## src/rtl/seg7_scan_driver.sv

```systemverilog
// Multiplexed 8-digit common-anode seven-segment driver with dead time, blink,
// blanking, decimal points, leading-zero suppression and frame-aligned updates.
module seg7_scan_driver #(
  parameter int DIGIT_TICKS = 5000,
  parameter int DEAD_TICKS  = 250,
  parameter int BLINK_TICKS = 1250000
) (
  input  logic        fiveMhz,
  input  logic        reset,
  input  logic [31:0] digits,
  input  logic [7:0]  dp,
  input  logic [7:0]  blank,
  input  logic [7:0]  blink,
  input  logic        lzs_en,
  input  logic        load,
  output logic [7:0]  seg,
  output logic [7:0]  an,
  output logic        frame_start,
  output logic        blink_phase
);

  localparam int TW = (DIGIT_TICKS > 1) ? $clog2(DIGIT_TICKS) : 1;
  localparam int BW = (BLINK_TICKS > 1) ? $clog2(BLINK_TICKS) : 1;
  localparam logic [TW-1:0] TICK_LAST  = TW'(DIGIT_TICKS - 1);
  localparam logic [TW-1:0] TICK_DEAD  = TW'(DEAD_TICKS);
  localparam logic [BW-1:0] BLINK_LAST = BW'(BLINK_TICKS - 1);

  logic [TW-1:0] tickCount;
  logic [2:0]    digitIndex;
  logic [BW-1:0] blinkCount;

  logic [31:0] pendDigits, shDigits;
  logic [7:0]  pendDp, pendBlank, pendBlink;
  logic [7:0]  shDp, shBlank, shBlink;
  logic        pendLzs, shLzs, pendValid;

  logic [7:0] zeroFrom;
  logic [7:0] digitDark;
  logic [3:0] curNib;
  logic       frameEnd;

  function automatic logic [6:0] encode(input logic [3:0] n);
    case (n)
      4'h0: encode = 7'h40;
      4'h1: encode = 7'h79;
      4'h2: encode = 7'h24;
      4'h3: encode = 7'h30;
      4'h4: encode = 7'h19;
      4'h5: encode = 7'h12;
      4'h6: encode = 7'h02;
      4'h7: encode = 7'h78;
      4'h8: encode = 7'h00;
      4'h9: encode = 7'h10;
      4'hA: encode = 7'h08;
      4'hB: encode = 7'h03;
      4'hC: encode = 7'h46;
      4'hD: encode = 7'h21;
      4'hE: encode = 7'h06;
      default: encode = 7'h0E;
    endcase
  endfunction

  // Digit k is a leading zero when it and every digit to its left are zero.
  genvar gi;
  generate
    for (gi = 0; gi < 8; gi++) begin : g_dark
      assign zeroFrom[gi] = ~|shDigits[31:4*gi];
      if (gi == 0) begin : g_lsd
        assign digitDark[gi] = shBlank[gi] | (shBlink[gi] & blink_phase);
      end else begin : g_upper
        assign digitDark[gi] = shBlank[gi] | (shBlink[gi] & blink_phase) |
                               (shLzs & zeroFrom[gi]);
      end
    end
  endgenerate

  assign curNib   = shDigits[4*digitIndex +: 4];
  assign frameEnd = (tickCount == TICK_LAST) && (digitIndex == 3'd7);

  always_ff @(posedge fiveMhz) begin
    if (reset) begin
      tickCount   <= '0;
      digitIndex  <= '0;
      blinkCount  <= '0;
      blink_phase <= 1'b0;
      seg         <= 8'hFF;
      an          <= 8'hFF;
      frame_start <= 1'b0;
      pendValid   <= 1'b0;
      pendDigits  <= '0;
      pendDp      <= '0;
      pendBlank   <= 8'hFF;
      pendBlink   <= '0;
      pendLzs     <= 1'b0;
      shDigits    <= '0;
      shDp        <= '0;
      shBlank     <= 8'hFF;
      shBlink     <= '0;
      shLzs       <= 1'b0;
    end else begin
      if (tickCount == TICK_LAST) begin
        tickCount  <= '0;
        digitIndex <= 3'(digitIndex + 3'd1);
      end else begin
        tickCount <= TW'(tickCount + TW'(1));
      end

      if (blinkCount == BLINK_LAST) begin
        blinkCount  <= '0;
        blink_phase <= ~blink_phase;
      end else begin
        blinkCount <= BW'(blinkCount + BW'(1));
      end

      frame_start <= (tickCount == '0) && (digitIndex == 3'd0);

      // Anode stays asserted for dark digits so every slot has the same duty.
      if (tickCount < TICK_DEAD) begin
        an  <= 8'hFF;
        seg <= 8'hFF;
      end else begin
        an  <= ~(8'b1 << digitIndex);
        seg <= digitDark[digitIndex] ? 8'hFF : {~shDp[digitIndex], encode(curNib)};
      end

      // A load on the boundary edge lands in pending and waits a full frame.
      if (load) begin
        pendDigits <= digits;
        pendDp     <= dp;
        pendBlank  <= blank;
        pendBlink  <= blink;
        pendLzs    <= lzs_en;
        pendValid  <= 1'b1;
      end else if (frameEnd) begin
        pendValid <= 1'b0;
      end

      if (frameEnd && pendValid) begin
        shDigits <= pendDigits;
        shDp     <= pendDp;
        shBlank  <= pendBlank;
        shBlink  <= pendBlink;
        shLzs    <= pendLzs;
      end
    end
  end

endmodule

```

## config.mk

```make
export PLATFORM = sky130hd
export DESIGN_NAME = seg7_scan_driver
export DESIGN_NICKNAME = d
export VERILOG_FILES = /design/src/rtl/seg7_scan_driver.sv
export SDC_FILE = /design/constraint.sdc
export NUM_CORES = 1
export LEC_CHECK = 0
export CAP_MARGIN = 0
export CELL_PAD_IN_SITES_DETAIL_PLACEMENT = 1
export CELL_PAD_IN_SITES_GLOBAL_PLACEMENT = 2
export CORE_MARGIN = 4
export CORE_UTILIZATION = 38
export CTS_CLUSTER_DIAMETER = 150
export DETAILED_ROUTE_END_ITERATION = 16
export PLACE_DENSITY_LB_ADDON = 0.08
export SLEW_MARGIN = 15
export SYNTH_ARGS = -nofsm -noshare
export SYNTH_HDL_FRONTEND = slang
export SYNTH_SLANG_ARGS = --single-unit
```

## constraint.sdc

```tcl
create_clock -name fiveMhz -period 4.9 [get_ports fiveMhz]
set_input_delay 0.49 -clock fiveMhz [delete_from_list [all_inputs] [get_ports fiveMhz]]
set_output_delay 0.49 -clock fiveMhz [all_outputs]
set_load 0.02 [all_outputs]
```

# Word level (Yosys, flattened, before mapping)

Memories as Yosys holds them, arrays and structs flattened. A register that Yosys moved wholly into a read port is not among the register bits.
Index checks and enable logic that the tools add are counted.

Bits in registers: 170
Memory bits (read-only): 112
Input bits: 60
Output and inout bits: 18
Memories kept: 1

Add/subtract/negate cells: 3
$lt $le $gt $ge: 2
Equal/unequal tests: 3
Shift-type cells: 2
Muxes and demuxes: 6
Bitwise operators: 33
Reductions and logical operators: 24

Memory list:

| memory           | words | bits a word | rd ports | clocked after Yosys merged registers in | wr ports | RTL line | text |
|---|---|---|---|---|---|---|---|
| (name not given) | 16    | 7           | 1        | 1                                       | 0        | 43       | `case (n)` |

Operators by type and width:

| kind                                                                   | count |
|---|---|
| 32-bit by 6-bit variable part select with 4-bit output                 | 1 |
| 28-bit OR reduction                                                    | 1 |
| 24-bit OR reduction                                                    | 1 |
| 21-bit by 1-bit adder with 21-bit output (second input constant)       | 1 |
| 21-bit == test (second input constant)                                 | 1 |
| 20-bit OR reduction                                                    | 1 |
| 16-bit OR reduction                                                    | 1 |
| 1-bit AND                                                              | 15 |
| 1-bit OR                                                               | 15 |
| 13-bit by 1-bit adder with 13-bit output (second input constant)       | 1 |
| 13-bit == test (second input constant)                                 | 1 |
| 13-bit logical NOT                                                     | 1 |
| 13-bit by 8-bit < comparator with 1-bit output (second input constant) | 1 |
| 12-bit OR reduction                                                    | 1 |
| 8-bit inverter                                                         | 1 |
| 8-bit OR reduction                                                     | 1 |
| 1-bit by 3-bit << shifter with 8-bit output (first input constant)     | 1 |
| 1-bit logical NOT                                                      | 7 |
| 1-bit binary-select mux with 3-bit select                              | 2 |
| 2-bit OR reduction                                                     | 3 |
| 3-bit by 4-bit < comparator with 1-bit output (second input constant)  | 1 |
| 1-bit 2-to-1 mux                                                       | 4 |
| 4-bit OR reduction                                                     | 1 |
| 3-bit by 1-bit adder with 3-bit output (second input constant)         | 1 |
| 6 further kinds                                                        | 9 |

# Logic depth before layout (Yosys ltp)

Depth after elaboration: 7
Mapped depth: 9

# Worst setup path after synthesis

OpenSTA, ideal clock, no wires.

Path type: register -> register
Start: reg digitIndex[0]
End: reg seg[3]
Arrival: 2.377 ns
Setup slack: 2.368 ns
Cell stages (with the launch flop): 10
Buffers on the path: 2
Path through: dfxtp_1 > buf_2 > buf_2 > mux4_2 > mux2i_1 > inv_1 > ha_1 > mux2_2 > nand2_1 > o221ai_1

Longest elaborated chain between the ends: 3

RTL lines:

| item                                                                                           | RTL line | text |
|---|---|---|
| from (decl)                                                                                    | 29       | `logic [2:0] digitIndex;` |
| from (signal assigned)                                                                         | 103      | `digitIndex <= 3'(digitIndex + 3'd1);` |
| branches (longest 3 deep; another with 32-bit by 6-bit variable part select with 4-bit output) | -        |  |
| to (decl)                                                                                      | 16       | `output logic [7:0] seg,` |

Several ways; the timed one is not identified. The select of a mux whose other input is x is not followed.
A chain may end at the register's enable or synchronous reset.

# Worst setup path in the final report

Start: reg digitIndex[1]
End: reg seg[0]

The elaborated chain is that of the path after synthesis.

==> results_dict.tcl <==
set metrics [dict create \
    die_y_um 144 \
    crit_end "seg[0]" \
    synth_warnings 0 \
    layout_common_cells "dfxtp_1, nand2_1, nor2_1" \
    worstSetupStartpointType "register" \
    initial_core_util_pct 39.0 \
    vias 5354 \
    ys_ff_latch 170 \
    path_clk_slew_ps 60 \
    drive_above_1_share_pct 12.1 \
    r2r_cells 5 \
    initialDrtViolationCount 195 \
    worstSetupEndpointType "register" \
    first_global_vias 5732 \
    hold_buffers 0 \
    tightest_slew_ps 932 \
    yosysTopAreaCell "dfxtp_1" \
    cts_buffer_depth 2 \
    wl_per_cell_um 15.8 \
    nFillCells 2059 \
    intPower_uw 2380 \
    drtPass1Iterations 5 \
    synth_edf_count 0 \
    finalHoldViolCount 0 \
    cts_tree "done" \
    clkPwrFrac_pct 47.8 \
    cts.repair.resized 0 \
    ys_types 50 \
    die_area_um2 20900 \
    ir_drop_v 0.000216 \
    grt.total_usage_pct 17.1 \
    antenna_found_initial 0 \
    io_buffers 77 \
    ys_async_sr_fraction_pct 0 \
    finalMaxSlewViolations 0 \
    syn_to_final_growth_pct 21.3 \
    fin_nets 890 \
    clock.fmax_mhz 325 \
    diodes 0 \
    placementRows 49 \
    ant_nets 0 \
    switching_share_pct 21.3 \
    dp.final_hpwl_um 11900 \
    clock_skew_ps 9.85 \
    drcViolationCount 0 \
    clock_sinks 170 \
    drt-vias-per-instance 5.07 \
    clockRootBuffer "clkbuf_16" \
    slew_headroom_pct 36.1 \
    place.gp.congestion 0.815 \
    place_area_um2 7920 \
    core_area_um2 18100 \
    final_common_cell "dfxtp_1" \
    crit_start "digitIndex[1]" \
    rsz0062_at_grt "false" \
    rrSetupSlack_ps 1820 \
    synth_area_leaders "dfxtp_1, mux2i_1, nand2_1, nor2_1, mux4_2" \
    finalCriticalPeriod_ps 3080 \
    crit_arrival_ps 3410 \
    path_max_fanout 17 \
    p_per_area_nw_per_um2 353 \
    syn_area_um2 7070 \
    path_class "register to register" \
    fin_setup_tns_ps 0 \
    hp-class "register to register" \
    status "finished, final reports clean" \
    grt_max_degree 63 \
    post_cts_buffers 0 \
    power_frac_comb_pct 4.7 \
    grt-ovfl-total 0 \
    die_w_um 144 \
    syn_inst 762 \
    rr_endpoint "seg[0]" \
    yosysTopAreaCellShare_pct 48.1 \
    syn_avg_cell_area_um2 9.28 \
    r2r_start "digitIndex[1]" \
    clk_latency_ps 420 \
    ys_seq_area_share_pct 48.1 \
    design_area_um2 8570 \
    maxCapViolCount 0 \
    p_leak_uw 0.00328 \
    cts_buffers 17 \
    synth_ff_type "dfxtp_1" \
    synth.net_count 837 \
    setup_viol 0 \
    htreeDepth 4 \
    io_pins 78 \
    critical_path_required_ps 5230 \
    switchingPower_uw 646 \
    grt_pass1_wl_um 28600 \
    wl_um 16700 \
    period_share_pct 62.9 \
    seqPwrFrac_pct 47.5 \
]
power groups by stage:
stage	logic [uW]	registers, uW	clock network [uW]
2_1_floorplan	78.3	1460	0
3_3_place_gp	139	1470	0
3_5_place_dp	144	1470	0
4_1_cts	145	1440	1490
5_1_grt	159	1440	1550
6_report	142	1440	1450
cell type report:
class,instances,area (um^2),share of cell area [%]
Clock buffer,20,457,5.33
Timing Repair Buffer,80,788,9.19
Tap cell,229,287,3.34
Sequential cell,170,3400,39.7
Inverter,14,52.6,0.613
Multi-Input combinational cell,532,3400,39.7
Clock inverter,12,186,2.17
metal layers:
layer | share of wire [%] | global-route usage (%)
met5 | 0 | 0
met4 | 0.95 | 3.98
met3 | 3.2 | 4.30
met2 | 46 | 28.4
met1 | 49 | 22.4
critical path, stage by stage, from the launching register on:
cell and delay [ps]:
dfxtp_1 820, mux4_2 620, mux2i_1 750, nor2b_1 190
or3b_2 500, o2111ai_1 120
how the worst min path moves through the flow:
| stage | depth (start not counted) | slack [ps] | to | from |
|---|---|---|---|---|
| 6_report | 2 | 460 | shBlank[2] | shBlank[2] |
| 5_1_grt | 2 | 480 | shDp[3] | shDp[3] |
| 4_1_cts | 2 | 460 | shBlink[7] | shBlink[7] |
| 3_5_place_dp | 1 | 450 | blinkCount[0] | blinkCount[0] |
| 3_3_place_gp | 1 | 440 | blinkCount[0] | blinkCount[0] |
| 2_1_floorplan | 1 | 430 | blinkCount[0] | blinkCount[0] |
logic make-up (layout without fill, tap and decap cells):
| group | count (synthesis) | after routing | share of synthesized area, % |
|---|---|---|---|
| and+or+nand+nor | 324 | 324 | 20.6 |
| DFF | 170 | 170 | 48.1 |
| AOI/OAI and AO/OA | 84 | 84 | 7.93 |
| muxes | 78 | 78 | 12.9 |
| buffers and inverters | 60 | 126 | 3.98 |
| xor gates and xnor gates | 31 | 31 | 3.84 |
| adders and majority gates | 15 | 15 | 2.65 |
synth_stat cells, types with 2 or more instances:
cell and number:
o21ai_0 10, ha_1 15, a221oi_1 2, or4_1 2, nor4_1 10, nand4_1 11, xor2_1 10, o22a_1 3
mux4_2 10, and4_1 2, nor4b_1 2, nand2_1 134, clkbuf_1 27, nor2b_1 3, inv_1 13, xnor2_1 21
nor2_1 97, buf_2 7, dfxtp_1 170, o211ai_1 2, and3_1 6, or2_2 3, mux2i_1 65, a211oi_1 6
buf_12 2, a21oi_1 33, nor3_1 8, nand3_1 19, nand2_2 20, a21oi_2 20, mux2_2 3, buf_1 8
through the flow:
| step | utilization, % | hold WS [ps] | total power (uW) | setup slack, ps | instances |
|---|---|---|---|---|---|
| after floorplan | - | 426 | 1540 | 2370 | 762 |
| after global placement | 43.7 | 437 | 1610 | 1860 | 1025 |
| after detailed placement | 43.7 | 449 | 1620 | 1790 | 1025 |
| after CTS | 47.2 | 461 | 3080 | 1760 | 1057 |
| after global routing | 47.2 | 482 | 3160 | 1630 | 1057 |
| final | 47.2 | 459 | 3030 | 1820 | 1057 |
registers in the layout (all words and copies together), names as in the netlist, 3 cells and up:
signal / flops
pendDigits: 32
shDigits: 32
blinkCount: 21
tickCount: 13
an: 8
pendBlank: 8
pendBlink: 8
pendDp: 8
seg: 8
shBlank: 8
shBlink: 8
shDp: 8
digitIndex: 3
No activity file was read; power rests on OpenSTA's default activity.
